--- config.mk ---
export PLATFORM = sky130hd
export DESIGN_NAME = arith_sequencer
export DESIGN_NICKNAME = d
export VERILOG_FILES = /design/src/rtl/arith_sequencer.sv
export SDC_FILE = /design/constraint.sdc
export NUM_CORES = 1
export LEC_CHECK = 0
export BUFFER_PORTS_ARGS = -buffer_cell sky130_fd_sc_hd__buf_2
export CORE_MARGIN = 4
export CORE_UTILIZATION = 51
export DETAILED_ROUTE_END_ITERATION = 12
export GPL_ROUTABILITY_DRIVEN = 0
export PLACE_DENSITY = 0.91
export SLEW_MARGIN = 10
export SYNTH_ARGS = -nofsm -noshare
export SYNTH_HDL_FRONTEND = slang
export SYNTH_SLANG_ARGS = --single-unit
--- constraint.sdc ---
create_clock -name clk -period 1.7 [get_ports clk]
set_input_delay 0.085 -clock clk [delete_from_list [all_inputs] [get_ports clk]]
set_output_delay 0.085 -clock clk [all_outputs]
set_load 0.1 [all_outputs]
--- src/rtl/arith_sequencer.sv ---
`default_nettype none
// ============================================================================
// Module      : arith_sequencer
// Description : Four-phase instruction sequencer (IDLE/DECODE/EXEC/WB) for a
//               MIPS-style ALU datapath. Latches one instruction at a time,
//               hands opcode/funct to an external decoder, registers the
//               decoder's controls, and strobes the register-file write.
//               Exceptions are counted and can halt the sequencer.
// Revision    : 1.0 - initial release
// ============================================================================
module arith_sequencer (
    input  logic        clk,
    input  logic        reset,
    input  logic        inst_valid,
    input  logic [31:0] inst,
    output logic        inst_ready,
    input  logic        stop_on_except,
    output logic [5:0]  opcode,
    output logic [5:0]  funct,
    input  logic        dec_rd_src,
    input  logic        dec_writeenable,
    input  logic        dec_except,
    input  logic [1:0]  dec_alu_src2,
    input  logic [2:0]  dec_alu_op,
    output logic [4:0]  rs_addr,
    output logic [4:0]  rt_addr,
    output logic [4:0]  rd_addr,
    output logic [15:0] imm,
    output logic [2:0]  alu_op,
    output logic [1:0]  alu_src2,
    output logic        rf_wr_en,
    output logic        exc_valid,
    output logic [7:0]  exc_count,
    output logic [15:0] retired,
    output logic [2:0]  state
);

    typedef enum logic [2:0] {
        IDLE   = 3'd0,
        DECODE = 3'd1,
        EXEC   = 3'd2,
        WB     = 3'd3,
        EXCEPT = 3'd4,
        HALT   = 3'd5
    } state_t;

    localparam logic [4:0] c_ZERO_REG  = 5'd0;
    localparam logic [7:0] c_EXC_MAX   = 8'hFF;

    state_t      state_q, state_d;
    logic [31:0] inst_q;
    logic [4:0]  rs_q, rt_q, rd_q;
    logic [15:0] imm_q;
    logic [2:0]  alu_op_q;
    logic [1:0]  alu_src2_q;
    logic        we_q;
    logic        rf_wr_en_q;
    logic        exc_valid_q;
    logic [7:0]  exc_count_q;
    logic [15:0] retired_q;

    // Acceptance is only possible while idle; inst_ready has no other source.
    logic accept;
    assign inst_ready = (state_q == IDLE);
    assign accept     = inst_ready && inst_valid;

    // State register; reset abandons any in-flight instruction, even from HALT.
    always_ff @(posedge clk) begin
        if (!reset) begin
            state_q <= IDLE;
        end else begin
            state_q <= state_d;
        end
    end

    // Next-state logic: fixed 4-cycle pipeline, exceptions detour via EXCEPT.
    always_comb begin
        state_d = state_q;
        case (state_q)
            IDLE:    if (accept) state_d = DECODE;
            DECODE:  state_d = dec_except ? EXCEPT : EXEC;
            EXEC:    state_d = WB;
            WB:      state_d = IDLE;
            EXCEPT:  state_d = stop_on_except ? HALT : IDLE;
            HALT:    state_d = HALT;
            default: state_d = IDLE;
        endcase
    end

    // Datapath registers: instruction latch, decoded fields, strobes, counters.
    always_ff @(posedge clk) begin
        if (!reset) begin
            inst_q      <= '0;
            rs_q        <= '0;
            rt_q        <= '0;
            rd_q        <= '0;
            imm_q       <= '0;
            alu_op_q    <= '0;
            alu_src2_q  <= '0;
            we_q        <= 1'b0;
            rf_wr_en_q  <= 1'b0;
            exc_valid_q <= 1'b0;
            exc_count_q <= '0;
            retired_q   <= '0;
        end else begin
            // Strobes are set on entry to WB / EXCEPT so they last exactly one cycle.
            rf_wr_en_q  <= (state_q == EXEC) && we_q && (rd_q != c_ZERO_REG);
            exc_valid_q <= (state_q == DECODE) && dec_except;

            if (accept) begin
                inst_q <= inst;
            end

            // Decoder answers are captured at the end of DECODE for use in EXEC/WB.
            if (state_q == DECODE) begin
                rs_q       <= inst_q[25:21];
                rt_q       <= inst_q[20:16];
                imm_q      <= inst_q[15:0];
                rd_q       <= dec_rd_src ? inst_q[20:16] : inst_q[15:11];
                alu_op_q   <= dec_alu_op;
                alu_src2_q <= dec_alu_src2;
                we_q       <= dec_writeenable;
                if (dec_except && (exc_count_q != c_EXC_MAX)) begin
                    exc_count_q <= exc_count_q + 8'd1;
                end
            end

            if (state_q == WB) begin
                retired_q <= retired_q + 16'd1;
            end
        end
    end

    assign opcode    = inst_q[31:26];
    assign funct     = inst_q[5:0];
    assign rs_addr   = rs_q;
    assign rt_addr   = rt_q;
    assign rd_addr   = rd_q;
    assign imm       = imm_q;
    assign alu_op    = alu_op_q;
    assign alu_src2  = alu_src2_q;
    assign rf_wr_en  = rf_wr_en_q;
    assign exc_valid = exc_valid_q;
    assign exc_count = exc_count_q;
    assign retired   = retired_q;
    assign state     = state_q;

endmodule
`default_nettype wire

After elaboration in Yosys (flattened, before gate mapping)
Index checks and enable logic that the tools add are counted.
W data, S select, Z words.
{"block": "op_classes", "n_eq_ne": 7, "n_addsub": 2, "reduce_logical": 8, "muxes": 5}
{"cell": "$add A16 B1 Y16 const B", "n": 1}
{"cell": "$pmux W3 S5", "n": 1}
{"cell": "$mux W3", "n": 3}
{"cell": "$add A8 B1 Y8 const B", "n": 1}
{"cell": "$ne A8 B8 Y1 const B", "n": 1}
{"cell": "$eq A3 B2 Y1 const B", "n": 2}
{"cell": "$eq A3 B3 Y1 const B", "n": 2}
{"cell": "$logic_and A1 B1 Y1", "n": 5}
{"cell": "$mux W5", "n": 1}
{"cell": "$reduce_bool A5 Y1", "n": 1}
{"cell": "$eq A3 B1 Y1 const B", "n": 1}
{"cell": "$logic_not A3 Y1", "n": 1}
{"cell": "$ne A2 B1 Y1 const B", "n": 1}
{"cell": "$reduce_and A2 Y1", "n": 1}
{"block": "word_totals", "word_cells": 35, "inputBits": 44, "register_bits": 98}

Longest topological paths before layout
Gate-level depths: netlist (run 1).
{"block": "depth", "ltp_word": 4, "mapped_depth": 6, "ltp_nobuf": 5}

Worst setup path after synthesis (run 1)
No wires, ideal clock.
{"block": "synth_path", "kind": "register to register", "startpoint": "register state_q[0] (netlist: state[0])", "endpoint": "register inst_q[10]", "stages_incl_launch_ff": 6, "path_slack_ps": -2196, "setup_ps": 132, "t_required_ps": 1568, "path_buffers": 1, "arrival_ps": 3764, "path_cell_list": "dfxtp_1 -> nor3_1 -> nand2_1 -> clkbuf_1 -> nand2_1 -> a21oi_1"}
{"block": "synth_via", "elab_chain_len": 2}
{"element": "start, declared", "line_no": "50", "source": "state_t state_q, state_d;"}
{"element": "start signal, assigned", "line_no": "72", "source": "state_q <= state_d;"}
{"element": "$logic_not A3 Y1", "line_no": "64", "source": "assign inst_ready = (state_q == IDLE);"}
{"element": "net inst_ready", "line_no": "16", "source": "output logic inst_ready,"}
{"element": "$logic_and A1 B1 Y1", "line_no": "65", "source": "assign accept = inst_ready && inst_valid;"}
{"element": "end signal, assigned", "line_no": "111", "source": "inst_q <= inst;"}
{"element": "end, declared", "line_no": "51", "source": "logic [31:0] inst_q;"}
The timed path passes the listed nets, and every way through them passes these cells.
A chain may end at the register's enable or synchronous reset.

Final worst setup path (run 1)
{"block": "layout_path", "startpoint": "register state_q[2] (netlist: state[2])", "endpoint": "output inst_ready"}
{"block": "layout_via", "elab_chain_len": 1}
{"element": "$logic_not A3 Y1", "line_no": "64"}
{"element": "end, declared", "line_no": "16"}
No other way between the ends.

==> results of run 1 <==
-- metal layers --
metal  part of all wire (%)  routed length (µm)  vias up
met5                      0                   0        -
met4                    2.9                 308        0
met3                    6.7                 714       33
met2                     51                5470      141
met1                     39                4160     1743
li1                       -                   -     1853
-- flip-flops by register name (all words and copies together) (netlist names) --
name	flops
alu_op	3
alu_src2	2
exc_count	8
exc_valid	1
imm	16
inst_q	32
rd_addr	5
retired	16
rf_wr_en	1
rs_addr	5
rt_addr	5
state	3
we_q	1
-- cells by family (layout without fill, tap and decap cells) --
kind of cell | after synthesis | after routing | synth area share (%)
xor+xnor | 11 | 11 | 2.47
simple gates | 219 | 219 | 25.8
buf+inv | 47 | 187 | 6.32
fa+ha+maj | 2 | 2 | 0.641
compound gates | 90 | 90 | 12.1
mux | 9 | 9 | 2.31
flops | 98 | 98 | 50.3
-- metrics by stage --
step	worst slack, ns	TNS (ns)
CTS	0.137	0
global placement	0.188	0
finish	0.143	0
floorplan	-0.339	-10.68
detailed placement	0.180	0
global route	0.0570	0
-- timing repair --
item | in CTS | in global routing
hold buffers | 39 | 0
setup endpoints to repair | 0 | 0
buffers inserted | 0 | 0
endpoints found under the hold margin | 39 | 0
-- placed cells by master (no fill, tap or decap), types with 2 or more instances in the layout --
| cell type | n |
|---|---|
| buf_2 | 121 |
| buf_4 | 3 |
| nand2b_1 | 2 |
| xor2_1 | 9 |
| and3_1 | 2 |
| a21oi_1 | 70 |
| or3_1 | 4 |
| and2_1 | 7 |
| nand2_1 | 138 |
| nor4_1 | 3 |
| clkinv_4 | 2 |
| dfxtp_4 | 14 |
| dfxtp_2 | 11 |
| a211oi_1 | 7 |
| dlygate4sd3_1 | 39 |
| xnor2_1 | 2 |
| or4_1 | 2 |
| and4_1 | 5 |
| mux2i_1 | 9 |
| nand4_1 | 8 |
| nand3_1 | 10 |
| o21ai_0 | 10 |
| nand2_2 | 2 |
| dfxtp_1 | 73 |
| inv_6 | 2 |
| clkbuf_8 | 9 |
| nor2_1 | 23 |
| buf_12 | 4 |
| a31oi_1 | 2 |
| ha_1 | 2 |
| inv_1 | 3 |
| nor3_1 | 3 |
-- cell type report --
cell class | count | share of cell area (%)
clock inverter | 7 | 1.24
multi-input combinational | 331 | 33.2
sequential | 98 | 39.3
clock buffer | 9 | 2.40
inverter | 4 | 0.291
tap | 99 | 2.40
timing repair buffer | 167 | 21.3
-- power groups by stage --
stage	combinational, µW	clock, µW	sequential (µW)
6_report	1100	1420	2460
3_5_place_dp	1020	0	2510
5_1_grt	1160	1540	2480
2_1_floorplan	538	0	2810
4_1_cts	1090	1440	2460
3_3_place_gp	1000	0	2500
-- critical path, stage by stage (launching register included) --
cell and delay [ns]:
dfxtp_4 0.41, nor3_4 0.23, buf_2 0.47
-- worst paths after layout --
check | from | cells after the start | endpoint
hold reg to reg | rs_addr[2] | 2 | rs_addr[2]
setup / recovery | state[2] | 2 | inst_ready
hold / removal | stop_on_except | 3 | state[2]
setup reg to reg | retired[2] | 4 | retired[13]
==> results.txt, run 1 <==
----------------------------------------------------
[Run status]
  Outcome ... completed

[Synth]
  Post-synth top area share ... 50.3%
  Post-Synthesis Cell Area ... 0.00390 mm²
  Async set-or-reset flop fraction in the synthesized netlist ... 0%
  Most frequent cells after synthesis ... nand2_1 (139), dfxtp_1 (98), a21oi_1 (70)
  Number of enable-type register cells in the synthesized netlist ... 0
  Main synth FF type ... dfxtp_1
  Mean area per synthesized cell ... 8.20 µm²
  Leading post-synthesis cells by cell area ... dfxtp_1 (50%), nand2_1 (13%), a21oi_1 (9.0%), buf_4 (2.7%), mux2i_1 (2.3%)
  Register bit count reported by yosys ... 98
  Synthesized instance count ... 476
  Largest area contributor in the netlist ... dfxtp_1
  Share of the yosys chip area belonging to registers ... 50.3%
  Warnings from Yosys ... 0
  Number of nets produced by synthesis ... 522
  Top-count cell post-synth ... nand2_1
  Synth cell types ... 39

[Cells and area]
  Final core area utilization ... 70.5%
  Non-filler instance count after layout ... 715
  Combined area of the multi-input logic cells ... 0.00171 mm²
  Cell area after layout ... 0.00517 mm²
  FF/Latch Area ... 0.00203 mm²
  Fraction of layout instances using a drive strength above 1 ... 29.1%
  Final antenna diode count ... 0
  Fill count ... 559
  Number of nets in the layout ... 657
  Area grow syn2layout ... 32.4%

[Worst setup path]
  Category of the critical setup timing path ... reg -> out
  Flop-to-flop setup slack ... 0.16 ns
  Required time at the endpoint of the critical path ... 1.62 ns
  Crit Path Max Fanout ... 13
  Type of element capturing the critical path ... primary output
  Sort of element at the start of the critical path ... flop
  Critical path data arrival time ... 1.47 ns

[Floorplan]
  Die boundary width ... 95.5 µm
  Total Die Area ... 0.00911 mm²
  Site Rows ... 31
  Die Y ... 95.5 µm
  Count of boundary I/O pins ... 122
  Starting density of the core ... 53.2%
  Area of the placeable core ... 0.00733 mm²

[Pwr]
  Total leakage power ... 0.00221 µW
  Switching power total ... 1760 µW
  Pwr/cell area ... 964 mW/mm²
  Gate power share ... 22.1%
  Part of the total power dissipated in the clock network ... 28.5%
  Pwr Total ... 4980 µW
  Sw frac ... 35.4%
  Largest voltage drop on the vdd net ... 0.609 mV
  Design internal power ... 3220 µW
  Share of power burned in registers ... 49.4%

[Timing]
  Number of hold violations in the final report ... 0
  Final period util ... 91.6%
  Final setup vio count ... 0
  Worst clock skew ... 0.0112 ns
  Clock period minus final worst setup slack ... 1.56 ns
  Worst slew slack as a fraction of its limit ... 66.1%
  Highest clock frequency the design can meet ... 0.642 GHz
  Final worst hold slack ... 0.0928 ns
  Total count of max-transition violations in the final report ... 0
  Unrepaired setup endpoints after global routing ... no
  Actual transition at the worst max-transition pin ... 0.513 ns

[Drt]
  Antenna Violating Nets Remaining ... 0
  Post-DR vias/cell ... 5.27
  Wirelength per Cell ... 14.9 µm
  Via count ... 3770
  Number of DRC markers after the initial detailed-route iteration ... 218
  Drt drc ... 0
  Number of detailed-routing iterations run before antenna repair ... 5
  Final wirelength ... 10.7 mm

[Placement]
  Post-DP Area ... 0.00459 mm²
  Number of input and output port buffers inserted ... 121
  Post-detail-place hpwl ... 6.73 mm
  Post-Place Cells ... 660

[Global routing]
  Number of antenna violations at the first check in global routing ... 0
  Global-route wire length before repair ... 17.3 mm
  Pin count of the biggest net entering global routing ... 50
  Global Route Usage Sum ... 24.1%
  Global route hottest layer ... met2
  Vias in the first global route ... 3635
  Met1 capacity usage during global routing ... 28.5%
  Met2 global-route usage ... 41.5%
  Met3 GRT Util ... 6.55%
  Residual overflow from global routing ... 0

[Clocking]
  Post_cts resized ... 0
  Clock tree from TritonCTS ... yes
  Maximum clock insertion buffer count ... 2
  Number of CTS-inserted buffers ... 9
  Clock Sinks ... 98
  CTS clk-pin slew, worst paths ... 0.10 ns
  Library cell used as clock root buffer ... clkbuf_8
  Level count of the clock H-tree ... 3
  Clk Latency, worst-skew pair ... 0.36 ns

[Worst hold path]
  Min-delay worst type ... in -> reg

[Run]
  Max-capacitance violation count ... 0

----------------------------------------------------
Power figures use the tool's default switching activity.
==> run 2: changes to the inputs <==
BUFFER_PORTS_ARGS = default   (was -buffer_cell sky130_fd_sc_hd__buf_2)
CORE_UTILIZATION = 55   (was 51)
DONT_BUFFER_PORTS = 1   (was default)
PLACE_DENSITY = 0.71   (was 0.91)
==> run 2 against run 1 <==
Compared with the run above: total power increased by 0.16%; design area is 0.29% lower; register-to-register slack is essentially flat; largest cell class unchanged; wire length down 4.3%; highest routed layer unchanged.
==> results.txt, run 2 (synthesis gave the netlist of run 1 again) <==
----------------------------------------------------
[Run status]
  Outcome ... completed

[Timing]
  Actual transition at the worst max-transition pin ... 0.518 ns
  Final setup vio count ... 0
  Final worst hold slack ... 0.0385 ns
  Highest clock frequency the design can meet ... 0.655 GHz
  Unrepaired setup endpoints after global routing ... no
  Worst slew slack as a fraction of its limit ... 65.4%
  Worst clock skew ... 0.00731 ns
  Number of hold violations in the final report ... 0
  Post-Route Setup TNS ... 0 ns
  Final period util ... 89.8%
  Clock period minus final worst setup slack ... 1.53 ns
  Total count of max-transition violations in the final report ... 0

[Floorplan]
  Total Die Area ... 0.00850 mm²
  Starting density of the core ... 57.1%
  Die Y ... 92.2 µm
  Count of boundary I/O pins ... 122
  Site Rows ... 30
  Die boundary width ... 92.2 µm
  Area of the placeable core ... 0.00683 mm²

[Worst setup path]
  Type of element capturing the critical path ... flop
  Sort of element at the start of the critical path ... flop
  Critical path data arrival time ... 1.82 ns
  Category of the critical setup timing path ... reg -> reg
  Required time at the endpoint of the critical path ... 1.99 ns
  Crit Path Max Fanout ... 7

[Cells and area]
  Final antenna diode count ... 0
  Most common library cell in the layout ignoring fill and taps ... nand2_1
  FF/Latch Area ... 0.00203 mm²
  Number of nets in the layout ... 618
  Largest reg by FF count ... inst_q
  Cell area after layout ... 0.00515 mm²
  Combined area of the multi-input logic cells ... 0.00171 mm²
  Fraction of layout instances using a drive strength above 1 ... 23.8%
  Leading cell types in the layout, fill and taps excluded ... nand2_1 (138), buf_4 (85), dfxtp_1 (73), a21oi_1 (70), dlygate4sd3_1 (42)
  Area grow syn2layout ... 32.0%
  Fill count ... 486
  Number of flip-flops under the largest register name ... 32

[Worst hold path]
  Min-delay worst type ... in -> reg

[Drt]
  Drt drc ... 0
  Final wirelength ... 10.2 mm
  Number of DRC markers after the initial detailed-route iteration ... 146
  Wirelength per Cell ... 15.2 µm
  Post-DR vias/cell ... 5.29
  Number of detailed-routing iterations run before antenna repair ... 4
  Antenna Violating Nets Remaining ... 0
  Via count ... 3558

[Clocking]
  Number of CTS-inserted buffers ... 9
  Clock tree from TritonCTS ... yes
  Level count of the clock H-tree ... 3
  CTS clk-pin slew, worst paths ... 0.09 ns
  Maximum clock insertion buffer count ... 2
  Library cell used as clock root buffer ... clkbuf_8
  Clock Sinks ... 98
  Clk Latency, worst-skew pair ... 0.36 ns

[Global routing]
  Residual overflow from global routing ... 0
  Vias in the first global route ... 3471
  Number of antenna violations at the first check in global routing ... 0
  Pin count of the biggest net entering global routing ... 52
  Global-route wire length before repair ... 16.3 mm
  Global Route Usage Sum ... 23.9%

[Placement]
  Post-DP Area ... 0.00453 mm²
  Post-detail-place hpwl ... 6.43 mm
  Number of input and output port buffers inserted ... 0

[Pwr]
  Pwr Total ... 4990 µW
  Pwr/cell area ... 968 mW/mm²
  Largest voltage drop on the vdd net ... 0.617 mV
  Total leakage power ... 0.00204 µW

[Run]
  Max-capacitance violation count ... 0

----------------------------------------------------
==> run 2: cell count changes in the layout (fill, tap and decap cells not counted) <==
cell	before	now
dlygate4sd3_1	39	42
buf_4	3	85
and4b_1	1	0
buf_2	121	0
buf_12	4	1
clkbuf_8	9	10
clkinv_8	1	0
clkbuf_16	0	1
clkinvlp_4	1	2
clkinv_2	1	0
clkinv_4	2	0
and4b_2	0	1
==> run 2: what timing repair did <==
| action | CTS | global route |
|---|---|---|
| setup endpoints to repair | 0 | 1 |
| buffers inserted | 0 | 0 |
| hold endpoints to repair | 54 | 0 |
| resized for setup | 0 | 1 |
| hold buffers | 42 | 0 |
==> run 2: path summary, 6_finish.rpt <==
kind                   start           to  slack [ns]  cells past startpoint
setup / recovery  retired[0]  retired[14]        0.17                      5
hold / removal    inst_valid     state[0]        0.04                      4
setup reg to reg  retired[0]  retired[14]        0.17                      5
hold reg to reg   rt_addr[4]   rt_addr[4]        0.46                      2
==> run 2: layer usage <==
metal,track usage (%),wire length [µm]
met5,0,0
met3,5.91,639
met1,27.1,4170
met4,9.65,170
met2,42.6,5210
==> run 2: worst max-delay path, cell delays in order (launching register included) <==
cell     delay (ns)
dfxtp_4        0.36
ha_1           0.13
and4b_2        0.34
inv_1          0.07
nor4_1         0.34
mux2i_1        0.22
==> run 2: final cells by class <==
| type | count | area share (%) |
|---|---|---|
| timing repair buffer | 128 | 20.9 |
| tap | 96 | 2.33 |
| inverter | 4 | 0.291 |
| clock buffer | 11 | 3.16 |
| multi-input combinational | 331 | 33.3 |
| sequential | 98 | 39.4 |
| clock inverter | 4 | 0.632 |
==> run 2: through the flow <==
| stage | util, % | std cells | setup WS, ns |
|---|---|---|---|
| final | 75.4 | 672 | 0.174 |
| after global routing | 75.4 | 672 | 0.0653 |
| after CTS | 75.4 | 672 | 0.0970 |
| after detailed placement | 66.4 | 615 | 0.135 |
| after global placement | 66.4 | 615 | 0.207 |
| after floorplan | - | 476 | -0.339 |
==> run 2: where the power goes <==
| part | switching [µW] | internal (µW) | total, µW |
|---|---|---|---|
| clock network | 786 | 663 | 1450 |
| logic | 806 | 277 | 1080 |
| registers | 76.2 | 2380 | 2460 |
| total | 1670 | 3320 | 4990 |
==> run 3: changes to the inputs <==
BUFFER_PORTS_ARGS = -buffer_cell sky130_fd_sc_hd__buf_2   (was default)
CELL_PAD_IN_SITES_DETAIL_PLACEMENT = 1   (was default)
CELL_PAD_IN_SITES_GLOBAL_PLACEMENT = 2   (was default)
CORE_UTILIZATION = 28   (was 55)
DONT_BUFFER_PORTS = default   (was 1)
HOLD_SLACK_MARGIN = 0.06   (was default)
PLACE_DENSITY = 0.79   (was 0.71)
==> run 3 against run 2 <==
Compared with the run above: flip-flop and latch count unchanged; clock power increased by 40%; clock skew increased by 0.00083 ns; largest power group unchanged; highest routed layer unchanged.
==> results.txt, run 3 (synthesis gave the netlist of run 1 again) <==
----------------------------------------------------
[Run status]
  Outcome ... completed

[Pwr]
  Switching power total ... 1800 µW
  Pwr/cell area ... 1040 mW/mm²
  Gate power share ... 19.7%
  Largest voltage drop on the vdd net ... 0.451 mV
  Share of power burned in registers ... 44.0%
  Part of the total power dissipated in the clock network ... 36.3%
  Design internal power ... 3790 µW
  Total leakage power ... 0.00227 µW
  Sw frac ... 32.3%

[Clocking]
  Maximum clock insertion buffer count ... 2
  Library cell used as clock root buffer ... clkbuf_16
  Clk Latency, worst-skew pair ... 0.35 ns
  Post-CTS setup repair buffer count ... 0
  Number of CTS-inserted buffers ... 9
  Level count of the clock H-tree ... 3
  Clock Sinks ... 98
  CTS clk-pin slew, worst paths ... 0.07 ns
  Clock tree from TritonCTS ... yes

[Cells and area]
  Most common library cell in the layout ignoring fill and taps ... nand2_1
  Leading cell types in the layout, fill and taps excluded ... nand2_1 (138), buf_2 (121), dfxtp_1 (73), a21oi_1 (70), dlygate4sd3_1 (39)
  Final core area utilization ... 40.1%
  Number of nets in the layout ... 659
  Final antenna diode count ... 0
  Fill count ... 1644
  Largest reg by FF count ... inst_q
  Number of flip-flops under the largest register name ... 32
  Fraction of layout instances using a drive strength above 1 ... 29.1%
  Area grow syn2layout ... 38.2%

[Worst setup path]
  Type of element capturing the critical path ... flop
  Category of the critical setup timing path ... reg -> reg
  Worst path cell trace ... ha_1, and4b_1, inv_1, nor4_1, mux2i_1
  Sort of element at the start of the critical path ... flop
  Crit Path Max Fanout ... 5
  Critical path data arrival time ... 1.82 ns
  Family with the most delay on the worst path ... simple AND/OR/NAND/NOR gates
  Required time at the endpoint of the critical path ... 1.98 ns
  Slowest Stage Delay on Critical Path ... 0.40 ns
  Slowest cell on the critical path ... nor4_1
  Buf/Inv on CP ... 1

[Drt]
  Drt drc ... 0
  Via count ... 3736
  Number of DRC markers after the initial detailed-route iteration ... 109
  Post-DR vias/cell ... 4.71
  Antenna Violating Nets Remaining ... 0
  Final wirelength ... 11.8 mm
  Number of detailed-routing iterations run before antenna repair ... 4
  Wirelength per Cell ... 14.9 µm

[Timing]
  Number of hold violations in the final report ... 0
  Highest clock frequency the design can meet ... 0.652 GHz
  Post-Route Setup TNS ... 0 ns
  Worst clock skew ... 0.00813 ns
  Worst slew slack as a fraction of its limit ... 65.6%
  Clock period minus final worst setup slack ... 1.53 ns
  Final setup vio count ... 0
  Total count of max-transition violations in the final report ... 0
  Final worst hold slack ... 0.0999 ns
  Actual transition at the worst max-transition pin ... 0.520 ns
  Unrepaired setup endpoints after global routing ... no
  Final period util ... 90.2%

[Global routing]
  Vias in the first global route ... 3913
  Number of antenna violations at the first check in global routing ... 0
  Global route hottest layer ... met2
  Residual overflow from global routing ... 0
  Met2 global-route usage ... 25.0%
  Met1 capacity usage during global routing ... 19.0%
  Pin count of the biggest net entering global routing ... 59
  Global-route wire length before repair ... 19.7 mm
  Global Route Usage Sum ... 15.2%
  Met3 GRT Util ... 3.77%

[Floorplan]
  Die Y ... 126 µm
  Count of boundary I/O pins ... 122
  Die boundary width ... 126 µm
  Starting density of the core ... 29.0%
  Area of the placeable core ... 0.0135 mm²
  Site Rows ... 42
  Total Die Area ... 0.0159 mm²

[Placement]
  Post-detail-place hpwl ... 7.99 mm
  Number of input and output port buffers inserted ... 121

[Worst hold path]
  Min-delay worst type ... in -> reg

[Run]
  Max-capacitance violation count ... 0

----------------------------------------------------
[run 3: changes by cell type in the layout (fill, tap and decap cells not counted), sizes merged]
| cell | before | now |
|---|---|---|
| inv | 6 | 4 |
| dlygate4sd3 | 42 | 39 |
| clkinv | 0 | 3 |
| buf | 86 | 130 |
| clkinvlp | 2 | 1 |
| clkbuf | 11 | 12 |
[run 3: cell type report]
cell class | instances | area (µm²) | area share, %
sequential | 98 | 2030 | 37.6
tap | 176 | 220 | 4.08
clock inverter | 4 | 33.8 | 0.627
timing repair buffer | 169 | 1110 | 20.7
clock buffer | 12 | 268 | 4.97
inverter | 4 | 15.0 | 0.278
multi-input combinational | 331 | 1710 | 31.8
[run 3: per-stage QoR]
stage | setup WS (ns) | cells | instance area (µm²) | power, µW
3_3_place_gp | 0.222 | 739 | 4700 | 3540
6_report | 0.167 | 794 | 5390 | 5590
2_1_floorplan | -0.339 | 476 | 4020 | 3340
3_5_place_dp | 0.159 | 739 | 4700 | 3560
4_1_cts | 0.142 | 794 | 5390 | 5700
5_1_grt | 0.0428 | 794 | 5390 | 5870
[run 3: power by group through the flow]
stage               registers [µW]  clock network (µW)  logic, µW
finish                        2460                2030       1100
global route                  2480                2210       1180
CTS                           2460                2120       1110
detailed placement            2520                   0       1040
global placement              2510                   0       1030
floorplan                     2810                   0        538
[run 3: worst register-to-register path, cell delays in order, from the launching register on]
cell	delay, ns
dfxtp_4	0.36
ha_1	0.13
and4b_1	0.29
inv_1	0.07
nor4_1	0.40
mux2i_1	0.22
[run 3: repair_timing]
item / 4_1_cts / 5_1_grt
hold buffers: 39 / 0
resized for setup: 0 / 0
hold endpoints to repair: 39 / 0
[run 3: path summary, 6_finish.rpt]
check	cells after the start	to	from	slack, ns
setup / recovery	5	retired[14]	retired[0]	0.17
setup reg to reg	5	retired[14]	retired[0]	0.17
hold reg to reg	2	rs_addr[4]	inst_q[25]	0.45
hold / removal	3	state[2]	stop_on_except	0.1
[run 3: per-layer routing]
metal | part of all wire, % | vias to the layer above | routed length, µm
li1 | - | 1861 | -
met1 | 45 | 1774 | 5370
met2 | 48 | 84 | 5660
met3 | 4.9 | 17 | 576
met4 | 2.1 | 0 | 243
met5 | 0 | - | 0
